File: config.mk
export PLATFORM = sky130hd
export DESIGN_NAME = urng_64
export DESIGN_NICKNAME = d
export VERILOG_FILES = /design/src/rtl/urng_pkg.sv /design/src/rtl/tausworthe_comp.sv /design/src/rtl/urng_64.sv
export SDC_FILE = /design/constraint.sdc
export NUM_CORES = 1
export LEC_CHECK = 0
export CAP_MARGIN = 15
export CORE_MARGIN = 2
export CORE_UTILIZATION = 61
export CTS_CLUSTER_DIAMETER = 150
export DETAILED_ROUTE_END_ITERATION = 10
export GPL_TIMING_DRIVEN = 0
export PLACE_DENSITY = 0.89
export RECOVER_POWER = 100
export SETUP_SLACK_MARGIN = 0.4
export SYNTH_ARGS = -nofsm -noshare
export SYNTH_HDL_FRONTEND = slang
export SYNTH_SLANG_ARGS = --single-unit
File: constraint.sdc
create_clock -name clk -period 1.96 [get_ports clk]
set_input_delay 0.392 -clock clk [delete_from_list [all_inputs] [get_ports clk]]
set_output_delay 0.392 -clock clk [all_outputs]
set_load 0.05 [all_outputs]
File: src/rtl/urng_pkg.sv
// Shared constants and helpers for the lfsr258 combined Tausworthe generator.
// Shift/mask sets per component, seed minima and the seed legalisation rule.
package urng_pkg;

    localparam int WIDTH = 64;

    localparam int Q1 = 1;
    localparam int S1 = 53;
    localparam int K1 = 10;
    localparam logic [WIDTH-1:0] M1 = 64'hFFFF_FFFF_FFFF_FFFE;

    localparam int Q2 = 24;
    localparam int S2 = 50;
    localparam int K2 = 5;
    localparam logic [WIDTH-1:0] M2 = 64'hFFFF_FFFF_FFFF_FE00;

    localparam int Q3 = 3;
    localparam int S3 = 23;
    localparam int K3 = 29;
    localparam logic [WIDTH-1:0] M3 = 64'hFFFF_FFFF_FFFF_F000;

    localparam int Q4 = 5;
    localparam int S4 = 24;
    localparam int K4 = 23;
    localparam logic [WIDTH-1:0] M4 = 64'hFFFF_FFFF_FFFE_0000;

    localparam int Q5 = 3;
    localparam int S5 = 33;
    localparam int K5 = 8;
    localparam logic [WIDTH-1:0] M5 = 64'hFFFF_FFFF_FF80_0000;

    // A component state at or below its minimum degenerates, so it is not a legal seed.
    localparam logic [WIDTH-1:0] MIN_Z1 = 64'd1;
    localparam logic [WIDTH-1:0] MIN_Z2 = 64'd511;
    localparam logic [WIDTH-1:0] MIN_Z3 = 64'd4095;
    localparam logic [WIDTH-1:0] MIN_Z4 = 64'd131071;
    localparam logic [WIDTH-1:0] MIN_Z5 = 64'd8388607;

    localparam logic [WIDTH-1:0] DEF_SEED1 = 64'h0123_4567_89AB_CDEF;
    localparam logic [WIDTH-1:0] DEF_SEED2 = 64'hFEDC_BA98_7654_3210;
    localparam logic [WIDTH-1:0] DEF_SEED3 = 64'h0F1E_2D3C_4B5A_6978;
    localparam logic [WIDTH-1:0] DEF_SEED4 = 64'h8796_A5B4_C3D2_E1F0;
    localparam logic [WIDTH-1:0] DEF_SEED5 = 64'h1357_9BDF_2468_ACE0;

    localparam logic [WIDTH-1:0] SEED_FIX_BIT = 64'h8000_0000_0000_0000;

    function automatic logic [WIDTH-1:0] seed_legalise(
        input logic [WIDTH-1:0] seed,
        input logic [WIDTH-1:0] min_val
    );
        return (seed <= min_val) ? (seed | SEED_FIX_BIT) : seed;
    endfunction

endpackage

File: src/rtl/tausworthe_comp.sv
// One combinational Tausworthe component step: z -> z'.
// Latency: zero (pure logic). Backpressure: none, no handshake.
module tausworthe_comp
    import urng_pkg::*;
#(
    parameter int               Q = 1,
    parameter int               S = 53,
    parameter int               K = 10,
    parameter logic [WIDTH-1:0] M = 64'hFFFF_FFFF_FFFF_FFFE
) (
    input  logic [WIDTH-1:0] z,
    output logic [WIDTH-1:0] z_next
);

    logic [WIDTH-1:0] feedback;

    always_comb begin
        feedback = ((z << Q) ^ z) >> S;
        z_next   = ((z & M) << K) ^ feedback;
    end

endmodule

File: src/rtl/urng_64.sv
// 64-bit lfsr258 uniform random word source for the Rx noise chain.
// Latency: one cycle from en sampled high to rand_out_valid. Backpressure: none.
module urng_64
    import urng_pkg::*;
#(
    parameter logic [WIDTH-1:0] SEED1 = DEF_SEED1,
    parameter logic [WIDTH-1:0] SEED2 = DEF_SEED2,
    parameter logic [WIDTH-1:0] SEED3 = DEF_SEED3,
    parameter logic [WIDTH-1:0] SEED4 = DEF_SEED4,
    parameter logic [WIDTH-1:0] SEED5 = DEF_SEED5
) (
    input  logic             clk,
    input  logic             rstn,
    input  logic             en,
    output logic [WIDTH-1:0] rand_out,
    output logic             rand_out_valid
);

    localparam logic [WIDTH-1:0] SEED1_L = seed_legalise(SEED1, MIN_Z1);
    localparam logic [WIDTH-1:0] SEED2_L = seed_legalise(SEED2, MIN_Z2);
    localparam logic [WIDTH-1:0] SEED3_L = seed_legalise(SEED3, MIN_Z3);
    localparam logic [WIDTH-1:0] SEED4_L = seed_legalise(SEED4, MIN_Z4);
    localparam logic [WIDTH-1:0] SEED5_L = seed_legalise(SEED5, MIN_Z5);

    logic [WIDTH-1:0] z1, z2, z3, z4, z5;
    logic [WIDTH-1:0] z1_next, z2_next, z3_next, z4_next, z5_next;
    logic [WIDTH-1:0] word_next;

    tausworthe_comp #(.Q(Q1), .S(S1), .K(K1), .M(M1)) u_comp1 (.z(z1), .z_next(z1_next));
    tausworthe_comp #(.Q(Q2), .S(S2), .K(K2), .M(M2)) u_comp2 (.z(z2), .z_next(z2_next));
    tausworthe_comp #(.Q(Q3), .S(S3), .K(K3), .M(M3)) u_comp3 (.z(z3), .z_next(z3_next));
    tausworthe_comp #(.Q(Q4), .S(S4), .K(K4), .M(M4)) u_comp4 (.z(z4), .z_next(z4_next));
    tausworthe_comp #(.Q(Q5), .S(S5), .K(K5), .M(M5)) u_comp5 (.z(z5), .z_next(z5_next));

    // Output is combined from the next states so the word appears with the step that made it.
    always_comb begin
        word_next = z1_next ^ z2_next ^ z3_next ^ z4_next ^ z5_next;
    end

    // rstn is active-high here; it wins over en.
    always_ff @(posedge clk) begin
        if (rstn) begin
            z1             <= SEED1_L;
            z2             <= SEED2_L;
            z3             <= SEED3_L;
            z4             <= SEED4_L;
            z5             <= SEED5_L;
            rand_out       <= '0;
            rand_out_valid <= 1'b0;
        end else if (en) begin
            z1             <= z1_next;
            z2             <= z2_next;
            z3             <= z3_next;
            z4             <= z4_next;
            z5             <= z5_next;
            rand_out       <= word_next;
            rand_out_valid <= 1'b1;
        end else begin
            rand_out_valid <= 1'b0;
        end
    end

endmodule

* Word level (Yosys, flattened, before mapping) *
Index checks and enable logic that the tools add are counted.

word-level totals
  flip-flop bits (word level) = 385
  input bits = 3
  output and inout bits = 65
  logic and storage cells = 22

operators by class
  mux-type cells = 1
  bitwise logic cells = 14

operators with widths
  cell              count
  $xor A64 B64 Y64  9
  $xor A64 B11 Y64  1
  $xor A64 B14 Y64  1
  $xor A64 B31 Y64  1
  $xor A64 B40 Y64  1
  $xor A64 B41 Y64  1
  $mux W1           1

* Logic depth before layout (Yosys ltp) *
Gate-level depths: netlist of run 1.

  depth after elaboration = 6
  depth in mapped cells = 5
  mapped depth without buffers = 4

* By module *
A second synthesis of run 1 with hierarchy kept.

unflattened totals
  cells, all modules = 1853
  area, all modules = 19353.6 µm²

modules (own cells, without submodules)
  module                     instances  cells each  area an instance (µm²)  sequential area each (µm²)
  urng_64                    1          1533        16779.8                 7707.4
  tausworthe_comp (u_comp3)  1          64          531.8                   0.0
  tausworthe_comp (u_comp4)  1          64          530.5                   0.0
  tausworthe_comp (u_comp5)  1          64          519.2                   0.0
  tausworthe_comp (u_comp2)  1          64          498.0                   0.0
  tausworthe_comp (u_comp1)  1          64          494.2                   0.0

* Worst setup path before layout of run 1 *
No wires, ideal clock.

  path kind = reg-to-reg
  from = reg z5[38]
  to = reg rand_out[5]
  library setup time = 0.092 ns
  arrival = 1.332 ns
  data required time = 1.868 ns
  path slack = 0.537 ns
  stages on the path, launching flop included = 5
  path buffers = 0
  period minus slack after synthesis = 1.423 ns
  path through = dfxtp_1 -> xnor2_2 -> xnor3_1 -> and3_1 -> nor4_1

between the ends
  word-level cells in the longest chain between the ends = 3

RTL lines
  item                    RTL line               text
  from (decl)             urng_64.sv:25          logic [WIDTH-1:0] z1, z2, z3, z4, z5;
  from (signal assigned)  urng_64.sv:55          z5 <= z5_next;
  $xor A64 B64 Y64        tausworthe_comp.sv:18  feedback = ((z << Q) ^ z) >> S;
  $xor A64 B31 Y64        tausworthe_comp.sv:19  z_next = ((z & M) << K) ^ feedback;
  $xor A64 B64 Y64        urng_64.sv:37          word_next = z1_next ^ z2_next ^ z3_next ^ z4_next ^ z5_next;
  to (signal assigned)    urng_64.sv:56          rand_out <= word_next;
  to (decl)               urng_64.sv:15          output logic [WIDTH-1:0] rand_out,

Every way passes these cells.
A chain may end at the register's enable or synchronous reset.

* Worst setup path after layout of run 1 *
  from = reg rand_out[63]
  to = out rand_out[63]

No word-level cell between the ends.

==> run summary, run 1 <==
Total Wirelength -> 51.9 mm
status -> completed
Layout Skew -> 0.0155 ns
unrepaired setup endpoints after global routing -> yes
share of post-route cells with drive strength above 1 -> 14.9%
DR iter-0 viols -> 1514
crit path max fanout -> 2
clk buf depth -> 3
Post-Synth Adder-Cell Area -> 0%
prevailing post-synth register cell -> dfxtp_1
fmax -> 549 MHz
FP Rows -> 57
kind of critical path -> flop to primary output
Worst EP required -> 1.57 ns
DR DRC count -> 0
core area -> 0.0244 sq mm
post-synthesis compound-gate area fraction -> 9.69%
MaxCap Viol Count -> 0
Port Buf Inserts -> 66
vias per cell -> 6.18
first-pass GRT wire length -> 74.4 mm
total gr overflow -> 0
total track usage -> 39.2%
Final Wtd Congestion -> 1.05
Clock Sinks -> 323
leakage -> 0.00748 uW
largest area contributor in the netlist -> dfxtp_1
initial core utilization -> 62.2%
initial antenna violation count -> 0
mux share of post-synthesis cell area -> 8.18%
slowest CP cell -> clkbuf_1
worst vdd ir -> 0.000803 V
crit end category -> primary output
crit path buf inv count -> 1
Non-Filler Instances -> 1925
worst path cell trace -> clkbuf_1
Ys Warns -> 0
mean post-synth cell area -> 10.3 sq um
largest family of logic cells by synthesized area -> XOR/XNOR gates
post-layout util -> 72.1%
Synth Instances -> 1468
synth unique cells -> 31
post-synthesis net count -> 1471
Setup violations, final -> 0
synthesized area -> 0.0152 sq mm
Seq/Total Area, Yosys -> 42.6%
min Tclk post-route -> 1.82 ns
die footprint -> 0.0262 sq mm
Root Driver -> clkbuf_16
CTS HTree Levels -> 2
DPL Wire Length -> 38.5 mm
largest stage delay on the critical path -> 0.49 ns
Seq cells post-synth -> 323
Area Overhead vs Synth -> 15.9%
TritonCTS clock tree -> yes
Final period util -> 93.0%
Slew Viols, Final -> 0
vias in the first global route -> 11600
P per Cell Area -> 1100 mW/mm^2
Clock Latency Late Sink -> 0.53 ns
worst reg2reg startpoint -> z4[54]
Setup crit start -> rand_out[63]
CTS Hold Bufs -> 0
via count -> 11900
Worst EP arrival -> 1.43 ns
HP Class -> input port to flop
placed instance count -> 1858
final hold vios -> 0
Die Wd -> 162 microns
Die H -> 162 microns
most frequent cell after synthesis -> dfxtp_1
Avg WL per Cell -> 27.0 microns
CTS Buf Count -> 35
Commonest cells post-synth -> 323 x dfxtp_1, 237 x nor2_1, 207 x xnor2_1, 124 x mux2i_1, 92 x a211o_1
Nets -> 1581
top post-synthesis cells by area -> dfxtp_1 43%, xnor2_1 12%, mux2i_1 8.2%
beginning of the worst hold path -> en
Worst-path clk slew -> 0.07 ns
CP top delay family -> buffers and inverters
IO Count -> 68
share of Yosys cell area claimed by the top area cell type -> 42.6%
post-synthesis async set-or-reset flop share -> 0%
Post-Synth Simple-Gate Area -> 12.3%
Synth Area in XOR/XNOR -> 24.4%
Post-synth EDFFs -> 0
1st-pass router iterations -> 5
Post-DRT Antenna Nets -> 0
Worst-Margin Slew -> 1.01 ns
largest net degree at the start of global routing -> 14
CP startpoint kind -> flop
Slew HR -> 32.6%
## area by class of cell
class	count	area (sq um)
Tap cell	324	405
Antenna cell	1	2.50
Multi-Input combinational cell	1035	8680
Fill cell	1741	6800
Buffer	108	578
Clock inverter	6	52.6
Sequential cell	323	6560
Clock buffer	53	1010
Timing Repair Buffer	73	300
Inverter	2	7.51
## worst paths after layout
kind               endpoint  cells past startpoint  slack [ns]
max            rand_out[63]                      1        0.14
min          rand_out_valid                      3        0.35
max reg2reg    rand_out[35]                      4        0.22
min reg2reg    rand_out[40]                      2        0.48
## per-layer routing
metal  vias to the layer above  routed length [microns]  global-route usage (%)
met4                         0                     4320                    26.1
met3                       238                     5840                    8.99
met5                         -                        0                       0
li1                       5158                        -                       -
met2                       821                    22300                    59.6
met1                      5682                    19500                    50.1
## cells by family (layout without fill, tap and decap cells)
logic type | Yosys count | in the layout
and+or+nand+nor | 397 | 397
xor gates and xnor gates | 324 | 324
DFF | 323 | 323
AOI/OAI and AO/OA | 190 | 190
muxes | 124 | 124
buffers and inverters | 110 | 242
other | 0 | 1
## stage by stage
| stage | total power [uW] | cell area [sq um] | setup TNS, ns | setup WS [ns] | hold slack (ns) |
|---|---|---|---|---|---|
| final | 19400 | 17600 | 0 | 0.137 | 0.350 |
| after global routing | 19900 | 17600 | 0 | 0.156 | 0.377 |
| after CTS | 19200 | 17400 | 0 | 0.286 | 0.480 |
| after detailed placement | 13100 | 16200 | -147.10 | -1.04 | 0.469 |
| after global placement | 13000 | 16200 | -138.35 | -0.996 | 0.468 |
| after floorplan | 11500 | 15200 | 0 | 0.537 | 0.458 |
## report_power, final
group,internal [uW],switching (uW)
clock,3570,2690
combinational,2150,2970
sequential,7210,821
## state kept, by name, indices dropped and copies added, names as in the netlist
register / flops
rand_out: 64
rand_out_valid: 1
z1: 63
z2: 55
z3: 52
z4: 47
z5: 41
## timing repair
action,CTS,global route
pin swaps,11,16
endpoints found under the hold margin,0,0
gates resized for setup,463,72
setup endpoints to repair,377,230
setup buffers,1,6
## cell usage in the layout (no fill, tap or decap), types with 3 or more instances in the layout
cell type,instances
mux2i_1,124
xor3_1,3
a211o_1,92
a211oi_1,52
o21bai_1,8
buf_6,10
dfxtp_1,276
clkbuf_2,21
dfxtp_2,33
and2_1,72
xnor3_1,51
buf_4,17
clkinv_2,4
nor4_1,6
o221ai_1,3
nor2b_1,5
buf_2,6
nor2_1,237
xnor2_1,174
clkbuf_16,35
and3_1,8
xnor2_2,29
xnor2_4,11
xnor3_2,3
and2_0,15
nand2_1,9
xor2_1,50
clkbuf_4,4
dfxtp_4,14
or2_2,32
clkbuf_1,133
clkbuf_8,7
nor3_1,7
a21oi_1,32
Note: power is estimated with default switching activity, not from simulation.
==> run 2, diff against run 1 <==
--- a/config.mk
+++ b/config.mk
@@ -14,6 +14,7 @@
 export PLACE_DENSITY = 0.89
 export RECOVER_POWER = 100
 export SETUP_SLACK_MARGIN = 0.4
+export SLEW_MARGIN = 5
 export SYNTH_ARGS = -nofsm -noshare
 export SYNTH_HDL_FRONTEND = slang
 export SYNTH_SLANG_ARGS = --single-unit
==> results of run 2 <==
The final DEF is identical to that of run 1; final timing and power are the same.
==> run 3, diff against run 2 <==
--- a/config.mk
+++ b/config.mk
@@ -5,16 +5,16 @@
 export SDC_FILE = /design/constraint.sdc
 export NUM_CORES = 1
 export LEC_CHECK = 0
-export CAP_MARGIN = 15
+export CAP_MARGIN = 20
 export CORE_MARGIN = 2
 export CORE_UTILIZATION = 61
-export CTS_CLUSTER_DIAMETER = 150
+export CTS_CLUSTER_DIAMETER = 80
 export DETAILED_ROUTE_END_ITERATION = 10
 export GPL_TIMING_DRIVEN = 0
 export PLACE_DENSITY = 0.89
 export RECOVER_POWER = 100
 export SETUP_SLACK_MARGIN = 0.4
-export SLEW_MARGIN = 5
+export SLEW_MARGIN = 10
 export SYNTH_ARGS = -nofsm -noshare
 export SYNTH_HDL_FRONTEND = slang
 export SYNTH_SLANG_ARGS = --single-unit
==> results of run 3 <==
The final DEF is identical to that of run 1; final timing and power are the same.
